--- config.mk ---
export PLATFORM = sky130hd
export DESIGN_NAME = winograd_tile_feeder
export DESIGN_NICKNAME = d
export VERILOG_FILES = /design/src/rtl/winograd_tile_feeder.sv
export SDC_FILE = /design/constraint.sdc
export NUM_CORES = 2
export LEC_CHECK = 0
export ABC_AREA = 1
export ABC_CLOCK_PERIOD_IN_PS = 2760
export CAP_MARGIN = 25
export CORE_ASPECT_RATIO = 0.75
export CORE_MARGIN = 4
export CORE_UTILIZATION = 30
export CTS_BUF_LIST = sky130_fd_sc_hd__clkbuf_16
export DETAILED_ROUTE_END_ITERATION = 10
export SLEW_MARGIN = 10
export SYNTH_ARGS = -nofsm -noshare
export SYNTH_HDL_FRONTEND = slang
export SYNTH_SLANG_ARGS = --single-unit
--- constraint.sdc ---
create_clock -name clk -period 2.76 [get_ports clk]
set_input_delay 0.69 -clock clk [delete_from_list [all_inputs] [get_ports clk]]
set_output_delay 0.69 -clock clk [all_outputs]
set_load 0.02 [all_outputs]
--- src/rtl/winograd_tile_feeder.sv ---
// winograd_tile_feeder: turns a raster pixel stream into overlapping 4x4 tiles
// (stride 2) for the Winograd F(2x2,3x3) PE. Four image rows are kept in a
// line buffer; row r lives in slot r mod 4. The block alternates between
// filling rows (FILL) and emitting one tile row (EMIT), so the buffer is
// never read and written in the same phase.
module winograd_tile_feeder #(
  parameter int IMG_WIDTH        = 8,
  parameter int IMG_HEIGHT       = 8,
  parameter int INPUT_TILE_SIZE  = 4,
  parameter int KERNEL_SIZE      = 3,
  parameter int INPUT_DATA_WIDTH = 8,
  parameter int CHANNELS         = 3,
  localparam int TS     = INPUT_TILE_SIZE,
  localparam int STRIDE = INPUT_TILE_SIZE - KERNEL_SIZE + 1,
  localparam int PIX_W  = INPUT_DATA_WIDTH * CHANNELS,
  localparam int TILE_W = TS * TS * PIX_W,
  localparam int TR     = (IMG_HEIGHT - TS) / STRIDE + 1,
  localparam int TC     = (IMG_WIDTH - TS) / STRIDE + 1,
  localparam int TRW    = (TR > 1) ? $clog2(TR) : 1,
  localparam int TCW    = (TC > 1) ? $clog2(TC) : 1
) (
  input  logic              clk,
  input  logic              reset,
  input  logic              pix_valid,
  output logic              pix_ready,
  input  logic [PIX_W-1:0]  pix_data,
  output logic              tile_valid,
  input  logic              tile_ready,
  output logic [TILE_W-1:0] tile_data,
  output logic [TRW-1:0]    tile_row,
  output logic [TCW-1:0]    tile_col,
  output logic              tile_last,
  output logic              frame_done
);

  localparam int CW = $clog2(IMG_WIDTH);
  localparam int RW = $clog2(IMG_HEIGHT);

  typedef enum logic [1:0] {S_FILL, S_EMIT, S_DONE} state_t;

  state_t            state_q, state_d;
  logic [CW-1:0]     col_q, col_d;
  logic [RW-1:0]     row_q, row_d;
  logic [TRW-1:0]    tr_q, tr_d;
  logic [TCW-1:0]    tc_q, tc_d;
  logic              pix_ready_q, pix_ready_d;
  logic              tile_valid_q, tile_valid_d;
  logic [TILE_W-1:0] tile_data_q, tile_data_d;
  logic [TRW-1:0]    tile_row_q, tile_row_d;
  logic [TCW-1:0]    tile_col_q, tile_col_d;
  logic              tile_last_q, tile_last_d;
  logic              frame_done_q, frame_done_d;

  logic              pix_fire, tile_fire, wr_en, load;
  logic [RW-1:0]     last_row;
  logic [TCW-1:0]    ld_tc;
  logic [TILE_W-1:0] tile_rd;

  // Line buffer: TS slots of one image row each. No reset, contents are
  // only ever read after being written in the same frame.
  logic [PIX_W-1:0]  line_q [TS][IMG_WIDTH];

  assign pix_fire  = pix_valid && pix_ready_q;
  assign tile_fire = tile_valid_q && tile_ready;
  // pix_ready is only high in FILL, so every accepted pixel is a write.
  assign wr_en     = pix_fire;
  // Last image row needed before tile row tr_q can be emitted.
  assign last_row  = RW'(STRIDE * tr_q + TS - 1);
  // Tiles are loaded either on entry to EMIT (column 0) or after a mid-row
  // handshake (next column); no other load source exists.
  assign ld_tc     = (state_q == S_EMIT) ? tc_q + 1'b1 : '0;

  // Tile gather: element (i,j) of tile (tr_q, ld_tc). The final pixel of a
  // fill is written on the same edge the first tile is loaded, so it is
  // forwarded straight from pix_data when it falls inside that tile.
  for (genvar gi = 0; gi < TS; gi++) begin : g_i
    for (genvar gj = 0; gj < TS; gj++) begin : g_j
      logic [1:0]       slot;
      logic [CW-1:0]    col;
      logic [PIX_W-1:0] px;
      assign slot = 2'(STRIDE * tr_q + gi);
      assign col  = CW'(STRIDE * ld_tc + gj);
      assign px   = (wr_en && slot == row_q[1:0] && col == col_q) ? pix_data
                                                                 : line_q[slot][col];
      for (genvar gk = 0; gk < CHANNELS; gk++) begin : g_k
        assign tile_rd[((TS*gi + gj) + TS*TS*gk)*INPUT_DATA_WIDTH +: INPUT_DATA_WIDTH] =
          px[gk*INPUT_DATA_WIDTH +: INPUT_DATA_WIDTH];
      end
    end
  end

  // Next-state, counter and registered-output logic.
  always_comb begin
    state_d      = state_q;
    col_d        = col_q;
    row_d        = row_q;
    tr_d         = tr_q;
    tc_d         = tc_q;
    pix_ready_d  = pix_ready_q;
    tile_valid_d = tile_valid_q;
    tile_data_d  = tile_data_q;
    tile_row_d   = tile_row_q;
    tile_col_d   = tile_col_q;
    tile_last_d  = tile_last_q;
    frame_done_d = 1'b0;
    load         = 1'b0;
    case (state_q)
      S_FILL: begin
        pix_ready_d = 1'b1;
        if (pix_fire) begin
          if (col_q == CW'(IMG_WIDTH - 1)) begin
            col_d = '0;
            row_d = row_q + 1'b1;
            if (row_q == last_row) begin
              state_d      = S_EMIT;
              pix_ready_d  = 1'b0;
              tile_valid_d = 1'b1;
              load         = 1'b1;
            end
          end else begin
            col_d = col_q + 1'b1;
          end
        end
      end
      S_EMIT: begin
        if (tile_fire) begin
          if (tc_q != TCW'(TC - 1)) begin
            tc_d = tc_q + 1'b1;
            load = 1'b1;
          end else if (tr_q != TRW'(TR - 1)) begin
            tr_d         = tr_q + 1'b1;
            tc_d         = '0;
            state_d      = S_FILL;
            tile_valid_d = 1'b0;
            pix_ready_d  = 1'b1;
          end else begin
            state_d      = S_DONE;
            tile_valid_d = 1'b0;
            frame_done_d = 1'b1;
          end
        end
      end
      S_DONE: begin
        state_d     = S_FILL;
        pix_ready_d = 1'b1;
        col_d       = '0;
        row_d       = '0;
        tr_d        = '0;
        tc_d        = '0;
      end
      default: state_d = S_FILL;
    endcase
    if (load) begin
      tile_data_d = tile_rd;
      tile_row_d  = tr_q;
      tile_col_d  = ld_tc;
      tile_last_d = (tr_q == TRW'(TR - 1)) && (ld_tc == TCW'(TC - 1));
    end
  end

  // Control and output registers, cleared asynchronously.
  always_ff @(posedge clk or negedge reset) begin
    if (!reset) begin
      state_q      <= S_FILL;
      col_q        <= '0;
      row_q        <= '0;
      tr_q         <= '0;
      tc_q         <= '0;
      pix_ready_q  <= 1'b0;
      tile_valid_q <= 1'b0;
      tile_data_q  <= '0;
      tile_row_q   <= '0;
      tile_col_q   <= '0;
      tile_last_q  <= 1'b0;
      frame_done_q <= 1'b0;
    end else begin
      state_q      <= state_d;
      col_q        <= col_d;
      row_q        <= row_d;
      tr_q         <= tr_d;
      tc_q         <= tc_d;
      pix_ready_q  <= pix_ready_d;
      tile_valid_q <= tile_valid_d;
      tile_data_q  <= tile_data_d;
      tile_row_q   <= tile_row_d;
      tile_col_q   <= tile_col_d;
      tile_last_q  <= tile_last_d;
      frame_done_q <= frame_done_d;
    end
  end

  // Line buffer write port.
  always_ff @(posedge clk) begin
    if (wr_en) line_q[row_q[1:0]][col_q] <= pix_data;
  end

  assign pix_ready  = pix_ready_q;
  assign tile_valid = tile_valid_q;
  assign tile_data  = tile_data_q;
  assign tile_row   = tile_row_q;
  assign tile_col   = tile_col_q;
  assign tile_last  = tile_last_q;
  assign frame_done = frame_done_q;

endmodule

==> flow_summary.ini <==
[placement]
placed_cell_area_mm2 = 0.0767
pre_cts_ws_ns = -0.179
place.gp.congestion = 0.901
hpwlAfterDp_um = 193000
port_buffers = 419

[synth]
ys_seq_area_share_pct = 49.9
yosysWarnings = 0
syn_avg_cell_area_um2 = 7.36
synth_cell_types = 23
synth_area_mm2 = 0.0665
synth.net_count = 9078
netlist_instances = 9034
ys_seq_elements = 1172

[worst_setup_path]
path_buf_inv = 1
cp-end-kind = output port
slowest_delay_ns = 0.86
slowest_stage = clkdlybuf4s50_1
critPathTopFamily = buffers and inverters
worstPathRequired_ns = 2.07
critical_path.startpoint_type = register
worstSetupPathType = reg2out
cp.arrival_ns = 2.04
crit_fanout = 2
path_cells = clkdlybuf4s50_1

[detailed_routing]
wire_per_inst_um = 23.3
drc = 0
via_per_inst = 5.40
vias = 67000
drt_first_pass_iters = 8
wirelength_um = 290000
antenna_left = 0
drt_first_iter_violations = 9750

[timing]
fin_crit_ns = 2.73
slew_viol_final = 0
relSlewSlack_pct = 9.91
setup_ws_ns = 0.0256
setup_viol = 0
fin_hold_ws_ns = 0.482
worstMarginPinSlew_ns = 1.35
fmaxAchievable_mhz = 366
finalClockSkew_ns = 0.0346
fin_crit_sh_pct = 99.1
rsz0062_at_grt = yes
hold_violations = 0

[cells_and_area]
fillers = 22400
layout-drive-gt1-share_pct = 7.15
area.growth.synth_to_final_pct = 21.9
final_common_cell = nand2_1
fin_area_mm2 = 0.0810
final_cell_mix = 4,287 x nand2_1, 2,221 x nand3_1, 768 x edfxtp_1, 502 x inv_1, 415 x clkdlybuf4s50_1
fin_nets = 9389

[global_route]
grt_pass1_vias = 61100
grt_usage_pct = 24.3
grt_max_degree = 256
grt_pass1_wl_um = 418000
antenna_found_initial = 11
grt_overflow = 0

[clock_network]
clk_pin_slew_ns = 0.06
cts.sinks = 1172
htree_num_levels = 4
cts_tree = done
cts-buffers-inserted = 131
clock-root-buffer = clkbuf_16
clock_path_buffers = 3
clk_latency_ns = 0.79

[flow_run]
maxCapViolations = 0

[floorplanning]
die_y_um = 416
core_area_mm2 = 0.220
initial_utilization_pct = 30.2
die_area_mm2 = 0.229
die_w_um = 552
ios = 420
rows = 149

[min_path]
hold_class = reg2reg

[power]
p_leak_nw = 37.6
p_per_area_mw_per_mm2 = 1340
total_power_w = 0.108
vdd_drop_max_mv = 1.13

[outcome]
status = complete, no violations
## final timing paths
| path | from | to | slack, ns | cells past startpoint |
|---|---|---|---|---|
| min in group asynchronous | reset | tile_data[218]$_DFFE_PN0P_ | 0.56 | 2 |
| min reg2reg | tile_data[203]$_DFFE_PN0P_ | tile_data[203]$_DFFE_PN0P_ | 0.48 | 2 |
| max in group asynchronous | reset | tile_data[253]$_DFFE_PN0P_ | 1.21 | 4 |
| max | tile_data[1]$_DFFE_PN0P_ | tile_data[1] | 0.03 | 1 |
| max reg2reg | state_q[1]$_DFFE_PN0P_ | tile_data[124]$_DFFE_PN0P_ | 0.04 | 12 |
| min | tile_data[203]$_DFFE_PN0P_ | tile_data[203]$_DFFE_PN0P_ | 0.48 | 2 |
## per-stage QoR
| stage | utilization, % | setup TNS (ns) | std cells |
|---|---|---|---|
| after detailed placement | 34.8 | -4.26 | 12100 |
| after CTS | 36.7 | 0 | 12400 |
| final | 36.8 | 0 | 12400 |
| after global routing | 36.8 | -0.0428 | 12400 |
| after global placement | 34.8 | -3.64 | 12100 |
| after floorplan | - | 0 | 9034 |
## sequential cells by signal, summed over array words and instances (netlist names), 2 cells and up
signal     cells
tc_q           2
tile_col       2
tile_row       2
row_q          3
tile_data    384
tr_q           2
state_q        2
col_q          3
line_q       768
## cell usage after synthesis (all sizes together)
cell type / count / area share, %
a211oi: 1 / 0.011
a21oi: 1 / 0.0075
buf: 387 / 2.9
clkbuf: 273 / 1.5
clkinv: 3 / 0.017
dfrtp: 404 / 15
edfxtp: 768 / 35
ha: 16 / 0.30
inv: 480 / 2.7
nand2: 4297 / 24
nand3: 2225 / 17
nand4: 98 / 0.92
nor2: 55 / 0.39
nor3: 1 / 0.0075
o21ai: 23 / 0.17
or3: 1 / 0.0094
xnor2: 1 / 0.013
## where the power goes
part	switching (W)	total [W]	leakage, nW	internal, W
Sequential	0.00254	0.0244	12.0	0.0218
Clock	0.00788	0.0174	2.15	0.00953
Combinational	0.0459	0.0666	23.4	0.0207
Total	0.0563	0.108	37.6	0.0521
## layer usage
layer | wire, um | vias to the layer above | global-route usage, %
met1 | 123000 | 31900 | 35.3
li1 | - | 30100 | -
met4 | 10900 | 2 | 8.30
met3 | 37100 | 584 | 6.49
met5 | 13 | - | 0
met2 | 119000 | 4362 | 34.5
## area by class of cell
cell class              count  area (um2)  share of cell area (%)
clock inverters           106         756                   0.933
clock buffers             134        3350                    4.14
flip-flops and latches   1172       33200                    40.9
multi-input cells        6719       28700                    35.4
inverters                 483        1860                    2.29
well taps                2944        3680                    4.55
diodes                      4        10.0                  0.0124
repair buffers            838        9490                    11.7
## logic make-up after synthesis
group | synth area share [%]
and+or+nand+nor | 42.4
DFF | 49.9
buffers and inverters | 7.19
adders and majority gates | 0.301
AOI/OAI and AO/OA | 0.192
xor gates and xnor gates | 0.0132
## repair_timing
action                     4_1_cts  5_1_grt
gates cloned                     0        2
hold endpoints to repair        11        0
setup endpoints to repair        8       99
gates resized for setup          4       15
pin swaps                        1        1
hold buffers                     1        0
setup buffers                    3        2
Power figures use the tool's default switching activity.
